### src/rtl/wb_master_port.sv
// Single-outstanding pipelined Wishbone initiator with a valid/ready client side.
// Handles stall, ack/err/rty terminations, bounded retry and a per-attempt timeout.
module wb_master_port #(
  parameter int unsigned TIMEOUT   = 255,
  parameter int unsigned MAX_RETRY = 3
) (
  input  logic        clk_bus,
  input  logic        rst_bus,
  input  logic        req_valid,
  output logic        req_ready,
  input  logic        req_we,
  input  logic [31:0] req_adr,
  input  logic [31:0] req_dat,
  input  logic [3:0]  req_sel,
  output logic        resp_valid,
  input  logic        resp_ready,
  output logic [31:0] resp_dat,
  output logic [1:0]  resp_code,
  output logic        cyc_o,
  output logic        stb_o,
  output logic        we_o,
  output logic [31:0] adr_o,
  output logic [31:0] dat_o,
  output logic [3:0]  sel_o,
  input  logic [31:0] dat_i,
  input  logic        ack_i,
  input  logic        err_i,
  input  logic        rty_i,
  input  logic        stall_i
);

  localparam int unsigned TW = $clog2(TIMEOUT + 1);
  localparam int unsigned RW = (MAX_RETRY > 0) ? $clog2(MAX_RETRY + 1) : 1;

  localparam logic [1:0] CODE_OK  = 2'b00;
  localparam logic [1:0] CODE_ERR = 2'b01;
  localparam logic [1:0] CODE_TMO = 2'b10;
  localparam logic [1:0] CODE_RTY = 2'b11;

  typedef enum logic [2:0] {
    S_IDLE,
    S_REQ,
    S_WAIT,
    S_BACKOFF,
    S_RESP
  } state_t;

  state_t        state, state_nxt;
  logic [TW-1:0] tmo_cnt, tmo_cnt_nxt;
  logic [RW-1:0] retry_cnt, retry_cnt_nxt;
  logic          cyc_nxt, stb_nxt, we_nxt;
  logic [31:0]   adr_nxt, dat_nxt;
  logic [3:0]    sel_nxt;
  logic          resp_valid_nxt;
  logic [31:0]   resp_dat_nxt;
  logic [1:0]    resp_code_nxt;
  logic          strobe_ok;

  assign req_ready = (state == S_IDLE);

  // Next-state and next-output logic; every register has a next value here.
  always_comb begin
    state_nxt      = state;
    tmo_cnt_nxt    = tmo_cnt;
    retry_cnt_nxt  = retry_cnt;
    cyc_nxt        = cyc_o;
    stb_nxt        = stb_o;
    we_nxt         = we_o;
    adr_nxt        = adr_o;
    dat_nxt        = dat_o;
    sel_nxt        = sel_o;
    resp_valid_nxt = resp_valid;
    resp_dat_nxt   = resp_dat;
    resp_code_nxt  = resp_code;
    // A termination in REQ only counts when the strobe is taken that cycle.
    strobe_ok      = (state == S_WAIT) || ((state == S_REQ) && !stall_i);

    unique case (state)
      S_IDLE: begin
        if (req_valid) begin
          we_nxt        = req_we;
          adr_nxt       = req_adr;
          dat_nxt       = req_dat;
          sel_nxt       = req_sel;
          retry_cnt_nxt = '0;
          tmo_cnt_nxt   = '0;
          cyc_nxt       = 1'b1;
          stb_nxt       = 1'b1;
          state_nxt     = S_REQ;
        end
      end

      S_REQ, S_WAIT: begin
        tmo_cnt_nxt = tmo_cnt + TW'(1);
        if (strobe_ok && (ack_i || err_i)) begin
          cyc_nxt        = 1'b0;
          stb_nxt        = 1'b0;
          resp_valid_nxt = 1'b1;
          resp_code_nxt  = ack_i ? CODE_OK : CODE_ERR;
          resp_dat_nxt   = (ack_i && !we_o) ? dat_i : 32'h0;
          state_nxt      = S_RESP;
        end else if (strobe_ok && rty_i) begin
          cyc_nxt = 1'b0;
          stb_nxt = 1'b0;
          if (retry_cnt < RW'(MAX_RETRY)) begin
            retry_cnt_nxt = retry_cnt + RW'(1);
            state_nxt     = S_BACKOFF;
          end else begin
            resp_valid_nxt = 1'b1;
            resp_code_nxt  = CODE_RTY;
            resp_dat_nxt   = 32'h0;
            state_nxt      = S_RESP;
          end
        end else if (tmo_cnt == TW'(TIMEOUT - 1)) begin
          cyc_nxt        = 1'b0;
          stb_nxt        = 1'b0;
          resp_valid_nxt = 1'b1;
          resp_code_nxt  = CODE_TMO;
          resp_dat_nxt   = 32'h0;
          state_nxt      = S_RESP;
        end else if (strobe_ok && (state == S_REQ)) begin
          stb_nxt   = 1'b0;
          state_nxt = S_WAIT;
        end
      end

      S_BACKOFF: begin
        cyc_nxt     = 1'b1;
        stb_nxt     = 1'b1;
        tmo_cnt_nxt = '0;
        state_nxt   = S_REQ;
      end

      S_RESP: begin
        if (resp_ready) begin
          resp_valid_nxt = 1'b0;
          state_nxt      = S_IDLE;
        end
      end

      default: state_nxt = S_IDLE;
    endcase
  end

  // All state and bus/client outputs registered together.
  always_ff @(posedge clk_bus or negedge rst_bus) begin
    if (!rst_bus) begin
      state      <= S_IDLE;
      tmo_cnt    <= '0;
      retry_cnt  <= '0;
      cyc_o      <= 1'b0;
      stb_o      <= 1'b0;
      we_o       <= 1'b0;
      adr_o      <= 32'h0;
      dat_o      <= 32'h0;
      sel_o      <= 4'h0;
      resp_valid <= 1'b0;
      resp_dat   <= 32'h0;
      resp_code  <= CODE_OK;
    end else begin
      state      <= state_nxt;
      tmo_cnt    <= tmo_cnt_nxt;
      retry_cnt  <= retry_cnt_nxt;
      cyc_o      <= cyc_nxt;
      stb_o      <= stb_nxt;
      we_o       <= we_nxt;
      adr_o      <= adr_nxt;
      dat_o      <= dat_nxt;
      sel_o      <= sel_nxt;
      resp_valid <= resp_valid_nxt;
      resp_dat   <= resp_dat_nxt;
      resp_code  <= resp_code_nxt;
    end
  end

endmodule

### config.mk
export PLATFORM = sky130hd
export DESIGN_NAME = wb_master_port
export DESIGN_NICKNAME = d
export VERILOG_FILES = /design/src/rtl/wb_master_port.sv
export SDC_FILE = /design/constraint.sdc
export NUM_CORES = 1
export LEC_CHECK = 0
export ABC_AREA = 0
export CAP_MARGIN = 25
export CORE_MARGIN = 4
export CORE_UTILIZATION = 45
export DETAILED_ROUTE_END_ITERATION = 8
export HOLD_SLACK_MARGIN = 0.03
export PLACE_DENSITY = 0.95
export SYNTH_ARGS = -nofsm -noshare
export SYNTH_HDL_FRONTEND = slang
export SYNTH_SLANG_ARGS = --single-unit
### constraint.sdc
create_clock -name clk_bus -period 3.2 [get_ports clk_bus]
set_clock_uncertainty 0.2 [all_clocks]
set_input_delay 0.64 -clock clk_bus [delete_from_list [all_inputs] [get_ports clk_bus]]
set_output_delay 0.64 -clock clk_bus [all_outputs]
set_load 0.005 [all_outputs]
==> results.cfg, run 1 <==
[status]
status = finished, final reports clean

[global_routing]
globalRouteOverflowTotal = 0
grt_use_total = 0.240
grt_max_degree = 60
antenna_found_initial = 0
grt_pass1_vias = 4525
grt_pass1_wl_um = 23200

[timing]
max_slew_margin = 0.373
rsz0062_at_grt = no
fin_crit_sh = 0.903
fmax_mhz = 346
drv_slew = 0
hold_viol_final = 0
tightestPinTransition_ns = 0.936
tns_ns = 0
min_period_ns = 2.89
setup_slack_ns = 0.310
setup_viol = 0

[power_and_ir_drop]
peakVddDrop_mv = 0.650
powerDensity_nw_per_um2 = 989
cellLeakagePower_nw = 3.57

[finish]
diodes = 0
fillers = 646
mostFrequentLayoutCells = nand2_1, clkdlybuf4s50_1, dfrtp_1, a22o_1, clkbuf_16
final_area_sq_um = 7640
drive_above_1_share = 0.0656
num-nets-final = 800
area_delta_synth_final_pct = 61.7

[critical_path]
critPathBufInv = 1
reg2reg_depth = 4
slowest_delay_ns = 0.59
slowest_stage = clkdlybuf4s50_1
critPathRequiredTime_ns = 2.36
crit_type = reg2out
cp.arrival_ns = 2.05
path_max_fanout = 12
start_kind = register
crit_chain = nor3_1 -> clkdlybuf4s50_1
crit_cells = 2
crit_family = buffers and inverters
end_kind = output port

[routing]
vias = 4279
viasPerCell = 5.11
post-route-drc-count = 0
routedWlPerCell_um = 17.1
initialDrtViolationCount = 245
drt.antenna.violating_nets = 0
routed_wl_um = 14300
drtPass1Iterations = 4

[logic_synthesis]
syn_inst = 471
synth_top_cell_area_share = 0.630
syn_nets = 583
synth_area_per_cell_sq_um = 10.0
synth_cell_type_count = 39
syn-cell-area_sq_um = 4730
netlist_top_cells_area = dfrtp_1, nand2_1, a22o_1
seq_area_frac_synth = 0.630
ys_warn_count = 0
synth_top_area_cell = dfrtp_1
ys_ff_latch = 119

[floorplanning]
initial_core_util = 0.460
die_y_um = 110
dieArea_sq_um = 12200
io_pins = 216
core_area_sq_um = 10300
fp.dieW_um = 110
rows = 37

[placement]
pre_cts_ws_ns = 0.136
place.gp.congestion = 0.821
numPortBuffers = 215
place_area_sq_um = 7000
place_hpwl_um = 10200

[clocking]
post_cts_hold_buffer_count = 1
cts_buffers = 17
clock_latency_ns = 0.51
root_buffer = clkbuf_8
post_cts_buffers = 0
cts_tree = done
cts.repair.resized = 0
numClockSinks = 119
cts_buffer_depth = 2
h-tree-depth = 4
path_clk_slew_ns = 0.06

[worst_hold_path]
hold_depth = 2
holdCritPathClass = reg2reg

[run]
drv_cap = 0
## cell usage after synthesis
| master | count |
|---|---|
| and2_1 | 1 |
| nand2b_1 | 1 |
| nor3b_2 | 1 |
| nor3_1 | 8 |
| or3b_4 | 1 |
| buf_6 | 4 |
| nor2_2 | 1 |
| o2111ai_1 | 1 |
| nand4_1 | 1 |
| nand2_1 | 215 |
| buf_1 | 1 |
| a31o_2 | 1 |
| xnor2_1 | 4 |
| o21ai_0 | 10 |
| buf_2 | 5 |
| o2bb2ai_1 | 1 |
| ha_1 | 3 |
| a211oi_4 | 1 |
| o211ai_4 | 1 |
| a21oi_1 | 6 |
| and3_1 | 1 |
| a22o_1 | 33 |
| o211a_1 | 1 |
| nor4_1 | 3 |
| nand3_1 | 4 |
| nor3b_1 | 2 |
| nand3b_1 | 1 |
| o2111ai_2 | 1 |
| inv_1 | 3 |
| a21o_1 | 1 |
| o21a_1 | 1 |
| buf_4 | 1 |
| clkbuf_1 | 13 |
| or3_1 | 1 |
| nor2_1 | 13 |
| nor2b_1 | 3 |
| dfrtp_1 | 119 |
| o22a_1 | 1 |
| or2_2 | 2 |
## cells by family (layout without fill, tap and decap cells)
group / count (synthesis) / after routing / synth area share
simple gates: 259 / 259 / 0.222
flops: 119 / 119 / 0.630
xor+xnor: 4 / 4 / 0.00741
fa+ha+maj: 3 / 3 / 0.00794
buf+inv: 27 / 257 / 0.0299
compound gates: 59 / 59 / 0.103
## per-layer routing
layer	GRT usage	part of all wire	vias to the layer above
met3	0.102	0.085	24
met5	0	0	-
met4	0.0854	0.022	0
li1	-	-	1978
met1	0.270	0.39	2075
met2	0.409	0.51	202
## power by group
| part | internal (mW) | switching, mW |
|---|---|---|
| Clock | 1.40 | 0.639 |
| Sequential | 2.17 | 0.444 |
| Combinational | 1.67 | 1.23 |
| Total | 5.25 | 2.31 |
## sequential cells by signal, summed over array words and instances, names as in the netlist
signal,flops
adr_o,32
dat_o,32
resp_dat,32
tmo_cnt,8
sel_o,4
state,3
resp_code,2
retry_cnt,2
cyc_o,1
resp_valid,1
stb_o,1
we_o,1
## per-stage QoR
stage / std cells / total power [mW] / utilization / hold slack [ns]
floorplan: 471 / 3.74 / - / 0.144
global placement: 804 / 5.33 / 0.681 / 0.256
detailed placement: 804 / 5.52 / 0.681 / 0.261
CTS: 837 / 7.63 / 0.744 / 0.275
global route: 837 / 8.04 / 0.744 / 0.291
finish: 837 / 7.56 / 0.744 / 0.271
## worst reg2reg max path, cell delays in order, from the launching register on
cell and delay [ns]:
dfrtp_1 0.47, or3b_4 0.45, a211oi_4 0.34, o211ai_4 0.36
a22o_1 0.38
## worst paths after layout
path	start	endpoint	slack, ns
min in group asynchronous	rst_bus	resp_code[0]	0.47
hold reg to reg	dat_o[30]	dat_o[30]	0.27
setup / recovery	state[2]	req_ready	0.31
hold / removal	dat_o[30]	dat_o[30]	0.27
setup reg to reg	state[1]	resp_dat[19]	0.87
max in group asynchronous	rst_bus	dat_o[28]	1.63
## cell type report
class	count	area, sq um	share of cell area
clock buffers	24	470	0.0615
flip-flops and latches	119	2980	0.390
inverters	3	11.3	0.00147
multi-input cells	325	1620	0.212
clock inverters	8	168	0.0219
well taps	136	170	0.0223
repair buffers	222	2230	0.292
(Power assumes the default switching activity.)
==> inputs of run 2 (changes only) <==
CAP_MARGIN = 5   (was 25)
REMOVE_ABC_BUFFERS = 1   (was default)
SLEW_MARGIN = 20   (was default)
==> run 2 against run 1 <==
Effect of this change: total power fell by 2.3%; count of clock-buffer cells in the layout did not move; clock power fell by 7%.
==> results.cfg, run 2 (same netlist as run 1, synthesis figures left out) <==
[critical_path]
cp.arrival_ns = 2.09
end_kind = output port
path_max_fanout = 12
critPathRequiredTime_ns = 2.36
crit_type = reg2out
start_kind = register

[routing]
routed_wl_um = 14200
vias = 4239
routedWlPerCell_um = 17.0
viasPerCell = 5.07
initialDrtViolationCount = 254
drt.antenna.violating_nets = 0
post-route-drc-count = 0
drtPass1Iterations = 5

[timing]
rsz0062_at_grt = no
drv_slew = 0
tns_ns = 0
tightestPinTransition_ns = 0.915
fin_crit_sh = 0.915
hold_viol_final = 0
max_slew_margin = 0.387
setup_viol = 0
fmax_mhz = 342
min_period_ns = 2.93

[floorplanning]
fp.dieW_um = 110
die_y_um = 110
dieArea_sq_um = 12200
rows = 37
io_pins = 216
initial_core_util = 0.460
core_area_sq_um = 10300

[clocking]
path_clk_slew_ns = 0.06
cts_buffers = 17
clock_latency_ns = 0.51
h-tree-depth = 4
numClockSinks = 119
cts_buffer_depth = 2
root_buffer = clkbuf_8
cts.repair.resized = 0
cts_tree = done

[finish]
area_delta_synth_final_pct = 60.8
num-nets-final = 799
drive_above_1_share = 0.0643
final_util = 0.740
top_regs = adr_o: 32 flops, dat_o: 32 flops, resp_dat: 32 flops
mostFrequentLayoutCells = nand2_1, clkdlybuf4s50_1, dfrtp_1, a22o_1, clkbuf_16
diodes = 0

[global_routing]
grt_use_total = 0.237
globalRouteOverflowTotal = 0
grt_pass1_wl_um = 23200
grt_pass1_vias = 4556
antenna_found_initial = 0
grt_max_degree = 55

[placement]
place.gp.congestion = 0.851
place_hpwl_um = 10300
numPortBuffers = 215

[worst_hold_path]
holdCritPathClass = reg2reg

[power_and_ir_drop]
pwr-share-clk = 0.256
combPwrFrac = 0.392
p_seq_frac = 0.352
powerDensity_nw_per_um2 = 972
power_mw = 7.39
p_sw_frac = 0.311
internal_power_mw = 5.09
peakVddDrop_mv = 0.503
cellLeakagePower_nw = 3.55
p_switching_mw = 2.30

[status]
status = finished, final reports clean

[run]
drv_cap = 0
[run 2: changes by cell type in the layout (fill, tap and decap cells not counted)]
| cell | previous run | this run |
|---|---|---|
| bufinv_16 | 5 | 3 |
| buf_12 | 2 | 3 |
| clkinv_2 | 2 | 3 |
| buf_4 | 5 | 3 |
| clkinvlp_4 | 1 | 2 |
[run 2: worst paths after layout]
path,startpoint,end,slack (ns),cells past startpoint
min,adr_o[3],adr_o[3],0.27,2
min in group asynchronous,rst_bus,adr_o[22],0.57,2
max in group asynchronous,rst_bus,dat_o[3],1.52,3
min reg2reg,adr_o[3],adr_o[3],0.27,2
max reg2reg,state[2],adr_o[25],0.88,5
max,state[2],req_ready,0.27,2
[run 2: power by group through the flow]
stage	registers (mW)	logic, mW	clock network (mW)
after floorplan	2.60	1.06	0
after global placement	2.57	2.78	0
after detailed placement	2.61	2.91	0
after CTS	2.60	2.94	1.92
after global routing	2.68	3.17	2.00
final	2.60	2.90	1.89
[run 2: what timing repair did]
item / 4_1_cts / 5_1_grt
setup buffers: 0 / 0
hold buffers: 1 / 0
hold endpoints to repair: 52 / 0
[run 2: layout make-up]
| type | instances | area [sq um] |
|---|---|---|
| flip-flops and latches | 119 | 2980 |
| clock buffers | 24 | 470 |
| repair buffers | 221 | 2230 |
| clock inverters | 8 | 120 |
| inverters | 3 | 11.3 |
| well taps | 136 | 170 |
| fillers | 692 | 2680 |
| multi-input cells | 325 | 1620 |
[run 2: routing by layer]
metal	vias up	track usage	wire length, um
met5	-	0	0
met4	0	0.0936	292
met3	25	0.0860	1150
met2	183	0.405	7160
met1	2057	0.269	5580
li1	1974	-	-
[run 2: metrics by stage]
stage          hold WS [ns]  instance area, sq um  setup slack, ns  std cells
2_1_floorplan         0.144                  4600            0.416        447
3_3_place_gp          0.256                  7000            0.286        803
3_5_place_dp          0.261                  7000            0.239        803
4_1_cts               0.275                  7600            0.247        836
5_1_grt               0.294                  7600            0.194        836
6_report              0.271                  7600            0.273        836
[run 2: worst max-delay path: stages (launching register included)]
cell and delay (ns):
dfrtp_1 0.55, nor3_1 0.43, clkdlybuf4s50_1 0.59
==> inputs of run 3 (changes only) <==
PLACE_DENSITY = 0.86   (was 0.95)
==> run 3 against run 2 <==
Effect of this change: non-clock buffer count unchanged; critical path depth unchanged; total power about the same; largest power group unchanged; highest routed layer unchanged; count of clock-buffer cells in the layout down 2; worst setup slack better by 0.052 ns; die area unchanged; hold slack worse by 0.25 ns; critical path type unchanged; wire length down 1.5%; fmax up 1.8%.
==> results.cfg, run 3 (same netlist as run 1, synthesis figures left out) <==
[clocking]
post_cts_buffers = 0
cts_buffer_depth = 2
post_cts_hold_buffer_count = 0
cts_buffers = 17
clock_latency_ns = 0.49
h-tree-depth = 4
path_clk_slew_ns = 0.06
root_buffer = clkbuf_8
numClockSinks = 119
cts.repair.resized = 0
cts_tree = done

[finish]
top_regs = adr_o: 32 flops, dat_o: 32 flops, resp_dat: 32 flops
mostFrequentLayoutCells = nand2_1, clkdlybuf4s50_1, dfrtp_1, a22o_1, clkbuf_16
diodes = 0
area_delta_synth_final_pct = 60.8
drive_above_1_share = 0.0688
final_area_sq_um = 7600
num-nets-final = 799

[floorplanning]
fp.dieW_um = 110
core_area_sq_um = 10300
io_pins = 216
initial_core_util = 0.460
die_y_um = 110
dieArea_sq_um = 12200
rows = 37

[critical_path]
path_max_fanout = 12
cp.arrival_ns = 2.03
end_kind = output port
critPathRequiredTime_ns = 2.36
start_kind = register
crit_type = reg2out

[routing]
viasPerCell = 5.03
routedWlPerCell_um = 16.7
routed_wl_um = 14000
drtPass1Iterations = 4
post-route-drc-count = 0
drt.antenna.violating_nets = 0
vias = 4191
initialDrtViolationCount = 281

[placement]
place.gp.congestion = 0.837
place_area_sq_um = 7000
numPortBuffers = 215
place_hpwl_um = 9840

[timing]
min_period_ns = 2.87
rsz0062_at_grt = no
tns_ns = 0
fmax_mhz = 348
fin_crit_sh = 0.898
tightestPinTransition_ns = 0.950
fin_hold_ws_ns = 0.0225
drv_slew = 0
max_slew_margin = 0.364
hold_viol_final = 0
setup_viol = 0

[global_routing]
globalRouteOverflowTotal = 0
grt_pass1_wl_um = 23000
antenna_found_initial = 0
grt_pass1_vias = 4481
grt_use_total = 0.231
grt_max_degree = 69

[power_and_ir_drop]
cellLeakagePower_nw = 3.55
powerDensity_nw_per_um2 = 974
peakVddDrop_mv = 0.411

[status]
status = finished, final reports clean

[run]
drv_cap = 0

[worst_hold_path]
holdCritPathClass = in2async
## run 3: layout make-up
class	count	area, sq um
Clock buffer	22	483
Clock inverter	8	120
Fill cell	724	2680
Inverter	3	11.3
Multi-Input combinational cell	325	1620
Sequential cell	119	2980
Tap cell	136	170
Timing Repair Buffer	221	2220
## run 3: worst paths after layout
check	end	startpoint	slack (ns)	depth (start not counted)
setup / recovery	req_ready	state[2]	0.33	2
hold / removal	dat_o[14]	rst_bus	0.02	1
setup reg to reg	state[2]	tmo_cnt[0]	0.83	6
hold reg to reg	dat_o[28]	dat_o[28]	0.27	2
max in group asynchronous	adr_o[27]	rst_bus	1.99	2
min in group clk_bus	dat_o[28]	dat_o[28]	0.27	2
## run 3: per-stage QoR
stage	util	setup WS, ns	power [mW]	instances
after floorplan	-	0.416	3.66	447
after global placement	0.681	0.310	5.35	804
after detailed placement	0.681	0.0712	5.49	804
after CTS	0.739	0.303	7.47	834
after global routing	0.739	0.248	7.86	834
final	0.739	0.325	7.40	834
## run 3: metal layers
metal,part of all wire,vias up,global-route usage
met5,0,-,0
li1,-,1968,-
met2,0.50,179,0.383
met3,0.074,26,0.0773
met4,0.025,0,0.0969
met1,0.40,2018,0.277
## run 3: worst max-delay path, cell delays in order (launching register included)
cell and delay (ns):
dfrtp_1 0.54, nor3_1 0.42, clkdlybuf4s50_1 0.59
## run 3: power breakdown
part	total, mW	switching [mW]	internal, mW
combinational	2.87	1.20	1.66
sequential	2.60	0.423	2.17
clock	1.94	0.659	1.28
